File: config.mk
export PLATFORM = sky130hd
export DESIGN_NAME = johnson_code_decode
export DESIGN_NICKNAME = d
export VERILOG_FILES = /design/src/rtl/johnson_pkg.sv /design/src/rtl/johnson_code_decode.sv
export SDC_FILE = /design/constraint.sdc
export NUM_CORES = 1
export LEC_CHECK = 0
export CORE_AREA = 2 2 39 41
export DETAILED_ROUTE_END_ITERATION = 12
export DIE_AREA = 0 0 41 43
export SKIP_LAST_GASP = 1
export SYNTH_ARGS = -nofsm -noshare
export SYNTH_HDL_FRONTEND = slang
export SYNTH_SLANG_ARGS = --single-unit
File: constraint.sdc
create_clock -name vclk -period 6.4
set_clock_uncertainty 0.2 [all_clocks]
set_input_delay 1.28 -clock vclk [all_inputs]
set_output_delay 1.28 -clock vclk [all_outputs]
set_load 0.01 [all_outputs]
File: src/rtl/johnson_pkg.sv
// Shared types and the Johnson-code decode function used by the checker and by the
// counter's own self-check assertions.
package johnson_pkg;

  typedef enum logic [1:0] {
    UNLOCKED,
    ACQUIRE,
    LOCKED
  } state_t;

  // Widest code the decode function accepts; callers zero-extend narrower words.
  localparam int MAX_N = 32;

  typedef struct packed {
    logic       legal;
    logic [7:0] index;
  } jdec_t;

  // Index width for an n-bit Johnson code (2n phases).
  function automatic int idx_w(input int n);
    return $clog2(2 * n);
  endfunction

  // A word is a Johnson state iff its n bits contain at most one 0/1 boundary.
  // Low-filled words (MSB=0) map to their popcount, high-filled words to 2n - popcount.
  function automatic jdec_t johnson_idx(input logic [MAX_N-1:0] code, input int n);
    jdec_t res;
    int    ones;
    int    edges;
    ones  = 0;
    edges = 0;
    for (int i = 0; i < MAX_N; i++) begin
      if (i < n) ones += int'(code[i]);
    end
    for (int i = 1; i < MAX_N; i++) begin
      if (i < n && code[i] != code[i-1]) edges++;
    end
    res.legal = (edges <= 1);
    res.index = code[n-1] ? 8'(2 * n - ones) : 8'(ones);
    return res;
  endfunction

endpackage

File: src/rtl/johnson_code_decode.sv
// Combinational Johnson word decoder: flags legality and returns the phase index.
module johnson_code_decode
  import johnson_pkg::*;
#(
  parameter  int N     = 4,
  localparam int IDX_W = idx_w(N)
) (
  input  logic [N-1:0]     code,
  output logic             legal,
  output logic [IDX_W-1:0] index
);

  jdec_t dec;

  always_comb begin
    dec   = johnson_idx(MAX_N'(code), N);
    legal = dec.legal;
    index = IDX_W'(dec.index);
  end

endmodule

==> results_dict.tcl, run 1 <==
set metrics [dict create \
    cap_violations 0 \
    multi_input_area_sq_um 126 \
    max_stage_delay_ns 0.60 \
    finalSetupViolations 0 \
    grt_pass1_wl_um 462 \
    wire_per_inst_um 6.75 \
    grt_usage 0.0340 \
    critPathLaunchType "primary input" \
    path_cells "clkdlybuf4s50_1, inv_1, fa_1, inv_1, ha_1, ha_1, inv_1, ha_1, nand2b_1, xnor2_1, clkdlybuf4s50_1" \
    grt_max_degree 8 \
    clock.fmax_mhz 184 \
    syn_to_final_growth_pct 65.6 \
    routed_via_density 3.39 \
    post-route-min-period_ns 5.43 \
    syn_nets 29 \
    dieHeight_um 43 \
    ios 8 \
    leakage_uw 0.000126 \
    fin_crit_sh 0.849 \
    drv_slew 0 \
    hp-class "in2out" \
    seq_area_sq_um 0 \
    diodes 0 \
    pwr-share-comb 1.000 \
    worstPathArrival_ns 3.95 \
    route.detailed.drc 0 \
    synth.distinct_cells 10 \
    finalHoldViolCount 0 \
    dp_hpwl_um 271 \
    grt_pass1_vias 137 \
    gp_congestion 0.551 \
    relSlewSlack 0.839 \
    yosysSeqAreaShare 0 \
    row_count 14 \
    drive_above_1_share 0.0357 \
    initial_core_util 0.110 \
    die_area_sq_um 1760 \
    yosys_warnings 0 \
    vias 149 \
    cts.repair.resized 0 \
    postCtsSetupBuffers 0 \
    switching_share 0.423 \
    post-place-ws_ns 0.954 \
    syn_area_sq_um 153 \
    syn_inst 20 \
    drtAntennaViolNets 0 \
    startpoint "code[3]" \
    fin_ws_ns 0.968 \
    p_switching_uw 12.2 \
    syn_area_per_cell_sq_um 7.63 \
    wl_um 297 \
    p_int_uw 16.6 \
    tightest_slew_ns 0.241 \
    die_w_um 41 \
    fillCellCount 160 \
    clkPwrFrac 0 \
    dr.pass1.iters 2 \
    cellPowerDensity_nw_per_um2 114 \
    antenna_found_initial 0 \
    path_class "in2out" \
    worstPathRequired_ns 4.92 \
    status "complete, no violations" \
    placement.io_buffers 8 \
    worstHoldStart "code[2]" \
    seq_cells 0 \
    power_frac_seq 0 \
    vdd_drop_max_v 0.0000195 \
    fin_tns_setup_ns 0 \
    hold_depth 4 \
    final_nets 39 \
    clock_buffers 0 \
    cp_max_fo 7 \
    overflow 0 \
    hold_buffers 0 \
    drt-initial-drc-count 1 \
    rsz0062_at_grt "false" \
    core_sq_um 1380 \
    endpoint_kind "output pin" \
    crit_slowest_cell "clkdlybuf4s50_1" \
]
==> Yosys cell counts <==
master    n  area (sq um)
fa_1      1          20.0
ha_1      4          50.1
inv_1     7          26.3
nand2_1   1          3.75
nand2b_1  1          6.26
nand3_1   1          5.00
o211ai_2  1          12.5
o21ai_0   1          5.00
or3_1     1          6.26
xnor2_1   2          17.5
==> critical path, delay by kind of cell <==
kind	cells	cell delay (ns)
simple gates	1	0.14
fa+ha+maj	4	1.08
buf+inv	5	1.31
xor+xnor	1	0.13
==> worst paths after layout <==
| check | to |
|---|---|
| setup / recovery | index[2] |
| hold / removal | legal |
==> placed cells by master, fill, tap and decap left out, drive strengths merged <==
master and count:
clkdlybuf4s50 8, fa 1, ha 4, inv 7
nand2 1, nand2b 1, nand3 1, o211ai 1
o21ai 1, or3 1, xnor2 2
==> cell type report <==
type | instances | share of cell area
inverters | 7 | 0.104
repair buffers | 8 | 0.317
well taps | 16 | 0.0792
multi-input cells | 13 | 0.500
==> routing by layer <==
layer  global-route usage  up-vias  share of wire
met3                    0        0          0.047
met5                    0        -              0
met4                    0        0              0
met1               0.0348       69           0.36
li1                     -       77              -
met2               0.0719        3           0.59
==> cells by family (layout without fill, tap and decap cells) <==
kind of cell | after synthesis | after routing | synth area share
adders and majority gates | 5 | 5 | 0.459
xor gates and xnor gates | 2 | 2 | 0.115
and+or+nand+nor | 4 | 4 | 0.139
buffers and inverters | 7 | 15 | 0.172
AOI/OAI and AO/OA | 2 | 2 | 0.115
==> per-stage QoR <==
stage | power [uW] | hold WS [ns] | instance area, sq um | cells | util
2_1_floorplan | 14.5 | 2.49 | 153 | 20 | -
3_5_place_dp | 29.6 | 3.47 | 253 | 44 | 0.183
3_3_place_gp | 28.9 | 3.47 | 253 | 44 | 0.183
4_1_cts | 29.8 | 3.48 | 253 | 44 | 0.183
6_report | 28.8 | 3.46 | 253 | 44 | 0.183
5_1_grt | 32.7 | 3.49 | 253 | 44 | 0.183
==> power by group through the flow <==
stage / registers (uW) / logic (uW) / clock network [uW]
floorplan: 0 / 14.5 / 0
global placement: 0 / 28.9 / 0
detailed placement: 0 / 29.6 / 0
CTS: 0 / 29.8 / 0
global route: 0 / 32.7 / 0
finish: 0 / 28.8 / 0
No activity file was read; power rests on OpenSTA's default activity.
==> inputs of run 2 (changes only) <==
Clock period 6.4 ns to 5.1 ns, I/O delays scaled along.
==> run 2 against run 1 <==
Net effect: core utilization grew 0.54 points; first-iteration DRC count decreased by 100%; wire length is 0.67% lower; critical path depth unchanged; global-route usage stayed put; cell count grew 2.3%; die area did not move; power increased by 29%; clock-buffer cell count unchanged; sequential cell count unchanged; non-clock buffer count rose by 1; largest cell class unchanged.
==> results_dict.tcl, run 2 (synthesized netlist as in run 1, its figures left out) <==
set metrics [dict create \
    dr.pass1.iters 1 \
    wire_per_inst_um 6.56 \
    final_nets 40 \
    post-route-min-period_ns 4.88 \
    grt_max_degree 7 \
    final_util 0.188 \
    drt-initial-drc-count 0 \
    fin_crit_sh 0.957 \
    initial_core_util 0.110 \
    fin_tns_setup_ns 0 \
    status "complete, no violations" \
    postCtsSetupBuffers 0 \
    clock.fmax_mhz 205 \
    worstPathArrival_ns 3.66 \
    endpoint_kind "output pin" \
    finalInstanceArea_sq_um 260 \
    seq_area_sq_um 0 \
    die_w_um 41 \
    hold_depth 4 \
    clkPwrFrac 0 \
    grt_pass1_wl_um 469 \
    grt_pass1_vias 136 \
    route.detailed.drc 0 \
    placement.io_buffers 8 \
    power_frac_seq 0 \
    dieHeight_um 43 \
    routed_via_density 3.38 \
    dp_hpwl_um 265 \
    place_area_sq_um 260 \
    leakage_uw 0.000131 \
    gp_congestion 0.581 \
    core_sq_um 1380 \
    overflow 0 \
    cp_max_fo 5 \
    cellPowerDensity_nw_per_um2 143 \
    wl_um 295 \
    drtAntennaViolNets 0 \
    drv_slew 0 \
    tightest_slew_ns 0.184 \
    post-place-ws_ns 0.192 \
    ios 8 \
    final_common_cell "clkdlybuf4s50_1" \
    p_switching_uw 15.6 \
    pwr-share-comb 1.000 \
    hp-class "in2out" \
    seq_cells 0 \
    grt_usage 0.0340 \
    antenna_found_initial 0 \
    cts.repair.resized 0 \
    vias 152 \
    relSlewSlack 0.877 \
    drive_above_1_share 0.0690 \
    hold_buffers 0 \
    rsz0062_at_grt "false" \
    clock_buffers 0 \
    cap_violations 0 \
    mostFrequentLayoutCells "8 x clkdlybuf4s50_1, 7 x inv_1, 4 x ha_1" \
    row_count 14 \
    p_int_uw 21.6 \
    worstPathRequired_ns 3.88 \
    vdd_drop_max_v 0.0000177 \
    path_class "in2out" \
    fin_ws_ns 0.221 \
    finalHoldViolCount 0 \
    finalSetupViolations 0 \
    critPathLaunchType "primary input" \
    die_area_sq_um 1760 \
    switching_share 0.420 \
    diodes 0 \
    syn_to_final_growth_pct 70.5 \
]
-- run 2: cell types whose count changed in the layout (fill, tap and decap cells not counted) --
cell	delta
buf_4	+1
-- run 2: cell type report --
class | instances | area (sq um)
multi-input combinational | 13 | 126
fill | 169 | 1120
tap | 16 | 20.0
timing repair buffer | 9 | 87.6
inverter | 7 | 26.3
-- run 2: through the flow --
step | power, uW | hold slack, ns | std cells
floorplan | 18.2 | 1.97 | 20
global placement | 36.9 | 2.94 | 45
detailed placement | 37.8 | 2.94 | 45
CTS | 38.3 | 2.95 | 45
global route | 42.3 | 2.96 | 45
finish | 37.2 | 2.93 | 45
-- run 2: critical path, cell delays in order --
cell             delay, ns
clkdlybuf4s50_1       0.56
inv_1                 0.08
fa_1                  0.50
inv_1                 0.04
ha_1                  0.17
ha_1                  0.26
inv_1                 0.05
ha_1                  0.16
nand2b_1              0.14
xnor2_1               0.13
clkdlybuf4s50_1       0.55
-- run 2: metal layers --
layer | vias to the layer above | routed length, um | part of all wire | track usage
met4 | 0 | 0 | 0 | 0
met5 | - | 0 | 0 | 0
met3 | 0 | 17 | 0.058 | 0
met2 | 3 | 168 | 0.57 | 0.0750
met1 | 70 | 110 | 0.37 | 0.0316
li1 | 79 | - | - | -
-- run 2: final timing paths --
check | to | from | slack [ns]
setup / recovery | index[2] | code[1] | 0.22
hold / removal | legal | code[2] | 2.93
-- run 2: power groups by stage --
stage | sequential [uW] | clock [uW] | combinational [uW]
floorplan | 0 | 0 | 18.2
global placement | 0 | 0 | 36.9
detailed placement | 0 | 0 | 37.8
CTS | 0 | 0 | 38.3
global route | 0 | 0 | 42.3
finish | 0 | 0 | 37.2
==> inputs of run 3 (changes only) <==
==> constraint.sdc (replaced) <==
create_clock -name vclk -period 5.1
set_clock_uncertainty 0.2 [all_clocks]
set_input_delay 1.275 -clock vclk [all_inputs]
set_output_delay 1.275 -clock vclk [all_outputs]
set_load 0.01 [all_outputs]
==> run 3 against run 2 <==
Net effect: maximum frequency decreased by 1.7%; final area grew 6.7%; critical path depth stayed put; sequential share of layout area unchanged; wire length down 1.7%; clock-buffer cell count stayed put; worst hold slack better by 0.25 ns; non-clock buffer count increased by 3; sequential cell count is the same; die area unchanged; critical path type unchanged; critical endpoint is now index[1].
==> results_dict.tcl, run 3 (synthesized netlist as in run 1, its figures left out) <==
set metrics [dict create \
    die_area_sq_um 1760 \
    postCtsSetupBuffers 0 \
    drtAntennaViolNets 0 \
    vias 158 \
    multi_input_area_sq_um 126 \
    clock.fmax_mhz 202 \
    finalInstanceArea_sq_um 278 \
    routed_via_density 3.29 \
    endpoint_kind "output pin" \
    top_usage_layer "met2" \
    critPathLaunchType "primary input" \
    tightest_slew_ns 0.166 \
    final_common_cell "inv_1" \
    dieHeight_um 43 \
    use_met2 0.0625 \
    finalSetupViolations 0 \
    die_w_um 41 \
    drt-initial-drc-count 0 \
    mostFrequentLayoutCells "7 x inv_1, 6 x clkdlybuf4s50_1, 4 x ha_1, 4 x buf_4, 2 x xnor2_1" \
    seq_area_sq_um 0 \
    worstPathRequired_ns 3.62 \
    fin_crit_sh 0.973 \
    diodes 0 \
    drive_above_1_share 0.188 \
    placement.io_buffers 8 \
    post-route-min-period_ns 4.96 \
    fin_tns_setup_ns 0 \
    antenna_found_initial 0 \
    seq_cells 0 \
    dp_hpwl_um 266 \
    vdd_drop_max_v 0.0000234 \
    fin_ws_ns 0.139 \
    startpoint "code[0]" \
    path_class "in2out" \
    final_nets 43 \
    overflow 0 \
    grt_pass1_vias 126 \
    place_area_sq_um 283 \
    initial_core_util 0.110 \
    relSlewSlack 0.889 \
    grt_pass1_wl_um 386 \
    fillCellCount 163 \
    core_sq_um 1380 \
    crit_path_end "index[1]" \
    cap_violations 0 \
    post-place-ws_ns -0.225 \
    final_util 0.201 \
    leakage_uw 0.000146 \
    dr.pass1.iters 1 \
    grt_max_degree 7 \
    wl_um 290 \
    worstPathArrival_ns 3.49 \
    drv_slew 0 \
    cp_max_fo 2 \
    clock_buffers 0 \
    grt_util_met1 0.0253 \
    hp-class "in2out" \
    wire_per_inst_um 6.04 \
    rsz0062_at_grt "false" \
    row_count 14 \
    ios 8 \
    finalHoldViolCount 0 \
    use_met3 0 \
    route.detailed.drc 0 \
    gp_congestion 0.584 \
    cellPowerDensity_nw_per_um2 135 \
    status "complete, no violations" \
    grt_usage 0.0280 \
    timing.hold.ws_ns 3.18 \
    syn_to_final_growth_pct 82.0 \
]
==> run 3: cell types whose count changed in the layout (fill, tap and decap cells not counted), sizes merged <==
cell,previous run,this run
clkdlybuf4s15,0,1
clkdlybuf4s50,8,6
buf,1,4
clkbuf,0,1
==> run 3: cell type report <==
type / instances / share of cell area
multi-input cells: 13 / 0.455
repair buffers: 12 / 0.378
inverters: 7 / 0.0946
well taps: 16 / 0.0721
==> run 3: report_power, final <==
group / leakage (uW) / switching (uW) / total [uW] / internal [uW]
combinational: 0.000146 / 15.8 / 37.4 / 21.6
clock: 0 / 0 / 0 / 0
sequential: 0 / 0 / 0 / 0
total: 0.000146 / 15.8 / 37.4 / 21.6
==> run 3: timing repair <==
action	in CTS	in global routing
hold buffers	0	0
resized for setup	2	3
endpoints found under the setup margin	2	2
cloned	0	0
==> run 3: through the flow <==
| step | instances | total power, uW |
|---|---|---|
| 6_report | 48 | 37.4 |
| 5_1_grt | 48 | 42.0 |
| 4_1_cts | 48 | 38.5 |
| 2_1_floorplan | 20 | 18.2 |
| 3_3_place_gp | 48 | 40.4 |
| 3_5_place_dp | 48 | 40.8 |
==> run 3: layer usage <==
metal  vias to the layer above  share of wire
met5                         -              0
met4                         0              0
met3                         0          0.062
met2                         3           0.58
met1                        70           0.35
li1                         85              -
==> run 3: how the worst min path moves through the flow <==
| stage | cells after the start | end | from | slack [ns] |
|---|---|---|---|---|
| after floorplan | 1 | index[1] | code[3] | 2.48 |
| after global placement | 4 | legal | code[2] | 3.45 |
| after detailed placement | 4 | legal | code[2] | 3.45 |
| after CTS | 5 | index[1] | code[3] | 3.34 |
| after global routing | 5 | index[2] | code[3] | 3.24 |
| final | 5 | index[2] | code[3] | 3.18 |
==> run 3: critical path, cell delays in order <==
cell	delay (ns)
clkdlybuf4s50_1	0.48
inv_1	0.06
fa_1	0.53
inv_1	0.04
ha_1	0.17
ha_1	0.26
inv_1	0.04
ha_1	0.26
nand2_1	0.04
o21ai_0	0.07
clkdlybuf4s15_1	0.26
